<file path="config.mk">
export PLATFORM = sky130hd
export DESIGN_NAME = rr_arbiter_mux
export DESIGN_NICKNAME = d
export VERILOG_FILES = /design/src/rtl/rr_arbiter_mux_pkg.sv /design/src/rtl/rr_arbiter_mux_mux.sv /design/src/rtl/rr_arbiter_mux.sv
export SDC_FILE = /design/constraint.sdc
export NUM_CORES = 1
export LEC_CHECK = 0
export CORE_MARGIN = 2
export CORE_UTILIZATION = 27
export CTS_CLUSTER_SIZE = 12
export DETAILED_ROUTE_END_ITERATION = 12
export GPL_TIMING_DRIVEN = 1
export HOLD_SLACK_MARGIN = 0.08
export MAX_ROUTING_LAYER = met4
export PLACE_DENSITY = 0.8
export SKIP_LAST_GASP = 1
export SLEW_MARGIN = 30
export SYNTH_ARGS = -nofsm -noshare
export SYNTH_HDL_FRONTEND = slang
export SYNTH_SLANG_ARGS = --single-unit
export TNS_END_PERCENT = 100
</file>
<file path="constraint.sdc">
create_clock -name clk -period 2.6 [get_ports clk]
set_clock_uncertainty 0.2 [all_clocks]
set_input_delay 0.26 -clock clk [delete_from_list [all_inputs] [get_ports clk]]
set_output_delay 0.26 -clock clk [all_outputs]
set_load 0.03 [all_outputs]
</file>
<file path="src/rtl/rr_arbiter_mux_pkg.sv">
// General-purpose arbitration helpers shared by the arbiters in this codebase.
package rr_arbiter_mux_pkg;

  localparam int unsigned MaxInputs = 64;

  typedef enum logic {
    StIdle = 1'b0,
    StHold = 1'b1
  } arb_state_e;

  // One-hot of the lowest set bit; callers zero-extend narrower vectors.
  function automatic logic [MaxInputs-1:0] find_first_set(input logic [MaxInputs-1:0] vec);
    return vec & (~vec + MaxInputs'(1));
  endfunction

endpackage

</file>
<file path="src/rtl/rr_arbiter_mux_mux.sv">
// One-hot AND-OR payload mux; a zero select yields an all-zero output.
module mux #(
  parameter int unsigned INPUTS = 4,
  parameter int unsigned WIDTH  = 16
) (
  input  logic [INPUTS-1:0]            sel,
  input  logic [INPUTS-1:0][WIDTH-1:0] data_i,
  output logic [WIDTH-1:0]             data_o
);

  always_comb begin
    data_o = '0;
    for (int i = 0; i < INPUTS; i++) begin
      data_o = data_o | (data_i[i] & {WIDTH{sel[i]}});
    end
  end

endmodule

</file>
<file path="src/rtl/rr_arbiter_mux.sv">
// Round-robin arbiter with valid/ready handshake; the grant is held across stalls and
// drives the one-hot payload mux.
module rr_arbiter_mux
  import rr_arbiter_mux_pkg::*;
#(
  parameter int unsigned INPUTS = 4,
  parameter int unsigned WIDTH  = 16
) (
  input  logic                         clk,
  input  logic                         rst_n,
  input  logic [INPUTS-1:0]            req_i,
  input  logic [INPUTS-1:0][WIDTH-1:0] data_i,
  output logic [INPUTS-1:0]            ready_o,
  output logic                         valid_o,
  output logic [WIDTH-1:0]             data_o,
  input  logic                         ready_i,
  output logic [INPUTS-1:0]            grant_o
);

  arb_state_e        state_q, state_d;
  logic [INPUTS-1:0] prio_q, prio_d;
  logic [INPUTS-1:0] lgrant_q, lgrant_d;
  logic [INPUTS-1:0] arb_grant;
  logic [INPUTS-1:0] prio_rot;
  logic              handshake;
  logic              stall;

  if (INPUTS == 1) begin : g_single
    assign arb_grant = req_i;
    assign prio_rot  = 1'b1;
  end else begin : g_multi
    logic [INPUTS-1:0]    mask;
    logic [INPUTS-1:0]    masked;
    logic [MaxInputs-1:0] ffs_masked;
    logic [MaxInputs-1:0] ffs_req;
    logic                 unused_ffs;

    // Bits at and above the pointer index.
    assign mask       = ~(prio_q - INPUTS'(1));
    assign masked     = req_i & mask;
    assign ffs_masked = find_first_set(MaxInputs'(masked));
    assign ffs_req    = find_first_set(MaxInputs'(req_i));
    assign arb_grant  = (|masked) ? ffs_masked[INPUTS-1:0] : ffs_req[INPUTS-1:0];
    assign prio_rot   = {grant_o[INPUTS-2:0], grant_o[INPUTS-1]};
    assign unused_ffs = ^{ffs_masked, ffs_req};
  end

  always_ff @(posedge clk or negedge rst_n) begin
    if (!rst_n) begin
      state_q  <= StIdle;
      prio_q   <= INPUTS'(1);
      lgrant_q <= '0;
    end else begin
      state_q  <= state_d;
      prio_q   <= prio_d;
      lgrant_q <= lgrant_d;
    end
  end

  assign handshake = valid_o & ready_i;
  assign stall     = valid_o & ~ready_i;

  // A dropped locked request yields valid_o = 0, so the lock falls back to idle.
  always_comb begin
    state_d  = stall ? StHold : StIdle;
    lgrant_d = stall ? grant_o : lgrant_q;
    prio_d   = handshake ? prio_rot : prio_q;
  end

  always_comb begin
    grant_o = arb_grant;
    case (state_q)
      StHold:  grant_o = lgrant_q & req_i;
      default: grant_o = arb_grant;
    endcase
    valid_o = |grant_o;
    ready_o = grant_o & {INPUTS{ready_i}};
  end

  mux #(
    .INPUTS(INPUTS),
    .WIDTH (WIDTH)
  ) u_mux (
    .sel   (grant_o),
    .data_i(data_i),
    .data_o(data_o)
  );

  grant_onehot_a : assert property (@(posedge clk) $onehot0(grant_o));

endmodule

</file>
=== Word-level counts from Yosys, hierarchy flattened ===
Index checks and enable logic that the tools add are counted.

* Bitwise gates (word level): 18
* Add/sub/neg operators: 3
* Mux-type cells: 3
* Reductions and logical operators: 2

{| class="wikitable"
|+ Operators by type and width
! operator !! count
|-
| AND 16 bit || 4
|-
| bitwise OR 16 bit || 3
|-
| AND 4 bit || 5
|-
| NOT 4 bit || 3
|-
| adder 4 x 1 -> 4 bit (second input constant) || 2
|-
| 2-to-1 mux 4 bit || 2
|-
| OR reduction 4 bit || 2
|-
| subtractor 4 x 1 -> 4 bit (second input constant) || 1
|-
| AND 1 bit || 2
|-
| 2-to-1 mux 1 bit || 1
|-
| NOT 1 bit || 1
|}

* Bits of input ports: 71
* Output and inout bits: 25
* Flip-flop bits (word level): 9
* Word-level logic and storage cells: 29

=== Longest topological paths before layout ===
* Depth after elaboration: 12
* Mapped depth: 9
* Mapped depth without buffers: 7

=== Cells and area by module ===
From an unflattened synthesis, not the netlist that was laid out.

* Cell total of the unflattened synthesis: 125
* Area, all modules: 1064.8 µm²

{| class="wikitable"
|+ By module, submodules not included
! module !! cells an instance !! area an instance (µm²) !! instances !! seq. area each (µm²)
|-
| rr_arbiter_mux || 69 || 670.6 || 1 || 226.5
|-
| mux || 56 || 394.1 || 1 || 0.0
|}

=== Worst setup path after synthesis ===
OpenSTA, ideal clock, no wires.

* Path kind: reg-to-output
* From: register prio_q[0]
* To: output data_o[10]
* Stages on the path, launching flop included: 9
* Slack: -229 ps
* Required time: 2140 ps
* Buffers on the path: 1
* Arrival time: 2369 ps
* Cell sequence: dfstp_2 inv_1 ha_1 xnor2_1 and2_1 o31ai_1 buf_2 a222oi_1 nand2_1

* Elaborated cells between the ends (all ways): 16
* Classes of those cells: add/sub: 2; mux: 2; bitwise: 11; reduce/logical: 1

{| class="wikitable"
|+ RTL lines
! element !! RTL line !! text
|-
| start, declared || rr_arbiter_mux.sv:21 || <nowiki>logic [INPUTS-1:0] prio_q, prio_d;</nowiki>
|-
| start signal, assigned || rr_arbiter_mux.sv:55 || <nowiki>prio_q <= prio_d;</nowiki>
|-
| subtractor 4 x 1 -> 4 bit (*) || rr_arbiter_mux.sv:39 || <nowiki>assign mask = ~(prio_q - INPUTS'(1));</nowiki>
|-
| NOT 4 bit (*) || rr_arbiter_mux.sv:39 ||
|-
| AND 4 bit (*) || rr_arbiter_mux.sv:40 || <nowiki>assign masked = req_i & mask;</nowiki>
|-
| NOT 4 bit || rr_arbiter_mux_pkg.sv:13 || <nowiki>return vec & (~vec + MaxInputs'(1));</nowiki>
|-
| adder 4 x 1 -> 4 bit || rr_arbiter_mux_pkg.sv:13 ||
|-
| AND 4 bit || rr_arbiter_mux_pkg.sv:13 ||
|-
| 2-to-1 mux 4 bit (*) || rr_arbiter_mux.sv:43 || <nowiki>assign arb_grant = (|masked) ? ffs_masked[INPUTS-1:0] : ffs_req[INPUTS-1:0];</nowiki>
|-
| 2-to-1 mux 4 bit (*) || rr_arbiter_mux.sv:72 || <nowiki>case (state_q)</nowiki>
|-
| net grant_o[3] || rr_arbiter_mux.sv:17 || <nowiki>output logic [INPUTS-1:0] grant_o</nowiki>
|-
| AND 16 bit (*) || rr_arbiter_mux_mux.sv:14 || <nowiki>data_o = data_o | (data_i[i] & {WIDTH{sel[i]}});</nowiki>
|-
| bitwise OR 16 bit (*) || rr_arbiter_mux_mux.sv:14 ||
|-
| end, declared || rr_arbiter_mux.sv:15 || <nowiki>output logic [WIDTH-1:0] data_o,</nowiki>
|}

Mark *: on every way through the listed nets, which the timed path passes. The rest lies on a longest branch.

=== Worst setup path after layout ===
* From: register prio_q[0]
* To: output data_o[9]

* Longest elaborated chain between the ends: 12
* Elaborated cells between the ends (all ways): 16
* Classes of those cells: add/sub: 2; mux: 2; bitwise: 11; reduce/logical: 1

{| class="wikitable"
|+ RTL lines
! element !! RTL line
|-
| subtractor 4 x 1 -> 4 bit (*) || rr_arbiter_mux.sv:39
|-
| NOT 4 bit (*) || rr_arbiter_mux.sv:39
|-
| AND 4 bit (*) || rr_arbiter_mux.sv:40
|-
| NOT 4 bit || rr_arbiter_mux_pkg.sv:13
|-
| adder 4 x 1 -> 4 bit || rr_arbiter_mux_pkg.sv:13
|-
| AND 4 bit || rr_arbiter_mux_pkg.sv:13
|-
| 2-to-1 mux 4 bit (*) || rr_arbiter_mux.sv:43
|-
| 2-to-1 mux 4 bit (*) || rr_arbiter_mux.sv:72
|-
| AND 16 bit || rr_arbiter_mux_mux.sv:14
|-
| bitwise OR 16 bit (2 in a row) || rr_arbiter_mux_mux.sv:14
|-
| bitwise OR 16 bit (*) || rr_arbiter_mux_mux.sv:14
|}

Every way passes the cells marked *; elsewhere a longest branch is shown, timed or not.

==> results.cfg <==
[run_status]
status = finished, violations left
violations = setup timing

[floorplanning]
start_util_pct = 28.4
fp.coreArea_mm2 = 0.00339
num_rows = 21
die_y_um = 63.7
dieArea_mm2 = 0.00406
io_pins = 96
die_w_um = 63.7

[detailed_routing]
vias = 1512
drt-pass1-iter-count = 5
drt_iter0_markers = 170
finalWirelength_mm = 4.65
vias_per_cell = 5.31
ant_nets = 0
wire_per_inst_um = 16.3
remaining_drc_errors = 0

[finish]
final_cell_area_mm2 = 0.00242
drive_gt1_share_pct = 36.4
finalNonFillerCells = 285
num_antenna_cells = 0
final_net_count = 312
area_growth_pct = 152
final_cell_mix = clkdlybuf4s50_1 (70), nand2_1 (26), buf_4 (23)
mostFrequentLayoutCell = clkdlybuf4s50_1

[sta]
setup_tns_ns = -3.38
final_hold_viol_count = 0
whs_ns = 0.0848
tightest_slew_ns = 0.410
post-route-period-util_pct = 109
grt_setup_unrepaired = true
finalWorstSetupSlack_ns = -0.237
slew_violations = 0
fmax_mhz = 353
period_needed_ns = 2.84
finalSetupViolCount = 21
max-slew-margin-rel_pct = 72.6

[global_route]
antenna_found_initial = 0
grt_overflow = 0
grtUsageTotal_pct = 23.9
grt_pass1_wl_mm = 7.42
grt_pass1_vias = 1546
grt_max_degree = 26

[cts]
clock-root-buffer = clkbuf_4
clk_pin_slew_ns = 0.06
cts_tree = built
cts_hold_buffers = 0
cts_buffers = 3
htreeDepth = 1
clock_path_buffers = 2
cts.sinks = 9
insertion_delay_ns = 0.26

[logic_synthesis]
synth.distinct_cells = 30
synth_area_per_cell_um2 = 7.95
yosysSeqAreaShare_pct = 23.5
yosys_most_used_dff = dfrtp_1
netlist_instances = 121
syn_area_um2 = 962
ys_warn_count = 0
synth_edf_count = 0
synth_seq_cells = 9
synthArstFlopShare_pct = 100
syn-num-nets = 193

[critical_path]
critical_path_required_ns = 2.14
worstSetupEndpointType = output port
cp-start-kind = flop
crit_arrival_ns = 2.38
crit_type = flop to output port
worstPathMaxFanout = 25

[place]
portBuffers = 95
gp_congestion = 0.783
post-place-cells = 268
dpl.hpwl_mm = 3.19
detailed_place.area_mm2 = 0.00203

[job]
cap_violations = 0

[power_and_ir_drop]
ir_drop_mv = 0.902
power_uw = 3530
leakage_uw = 0.00104
power_density_mw_per_mm2 = 1460

[min_path]
hold_class = primary input to asynchronous set/reset pin
==> registers in the layout, indices dropped and copies added, names as in the netlist <==
| name | flops |
|---|---|
| prio_q | 4 |
| lgrant_q | 4 |
| state_q | 1 |
==> where the power goes <==
part           internal (uW)  switching (uW)
combinational           1550            1600
clock                   59.2            49.9
sequential               213            68.5
==> final timing paths <==
check	from	to	slack, ns	cells past startpoint
setup / recovery	prio_q[0]	data_o[9]	-0.24	10
hold / removal	rst_n	prio_q[3]	0.08	1
setup reg to reg	prio_q[0]	prio_q[1]	0.14	7
hold reg to reg	lgrant_q[1]	lgrant_q[1]	0.31	1
max in group asynchronous	rst_n	prio_q[0]	1.80	1
min in group clk	lgrant_q[1]	lgrant_q[1]	0.31	1
==> cell usage after synthesis (2+ instances only) <==
library cell	number	area share, %
nand2_1	37	14
a221o_1	2	2.1
a22o_1	4	3.6
nor2_1	5	2.0
a222oi_1	16	17
and2_1	6	3.9
nand3_1	3	1.6
buf_2	4	2.1
a21oi_1	3	1.6
a21o_1	2	1.6
inv_1	4	1.6
dfrtp_1	8	21
buf_6	2	2.3
buf_4	2	1.6
o31ai_1	8	6.2
==> cell type report <==
class	instances	area, um2
timing repair buffer	122	1270
fill	260	968
inverter	5	18.8
clock buffer	4	26.3
multi-input combinational	99	821
sequential	9	226
tap	46	57.6
==> per-layer routing <==
layer  track usage [%]  wire length [um]  part of all wire [%]
met4              6.25                54                   1.2
met1              29.6              1820                    39
met3              3.57               260                   5.6
met5                 -                 0                     0
met2              40.7              2510                    54
==> worst max-delay path, stage by stage (launching register included) <==
cell      delay, ns
dfstp_2        0.55
inv_2          0.06
ha_4           0.17
xnor2_4        0.15
and2_4         0.19
buf_4          0.12
o31ai_4        0.08
buf_12         0.17
a222oi_1       0.36
nand2_2        0.09
buf_6          0.16
==> kinds of logic (layout without fill, tap and decap cells) <==
| kind of cell | Yosys count | count (layout) | synth area share, % |
|---|---|---|---|
| buffers and inverters | 13 | 131 | 7.93 |
| flip-flops | 9 | 9 | 23.5 |
| AO/OA/AOI/OAI | 41 | 41 | 40.2 |
| XOR/XNOR | 1 | 1 | 0.910 |
| adder cells (fa/ha/maj) | 1 | 1 | 1.30 |
| AND/OR/NAND/NOR | 55 | 55 | 25.0 |
| multiplexers | 1 | 1 | 1.17 |
==> repair_timing <==
action / 4_1_cts / 5_1_grt
setup endpoints to repair: 23 / 23
hold endpoints to repair: 0 / 0
pin swaps: 14 / 11
cloned: 2 / 1
gates resized for setup: 36 / 16
setup buffers: 7 / 3
==> through the flow <==
step	utilization [%]	setup WS [ns]
after detailed placement	59.9	-0.0654
after CTS	68.9	-0.182
after floorplan	-	0.0149
after global routing	71.4	-0.374
final	71.4	-0.237
after global placement	59.9	-0.00388
Note: power is estimated with default switching activity, not from simulation.
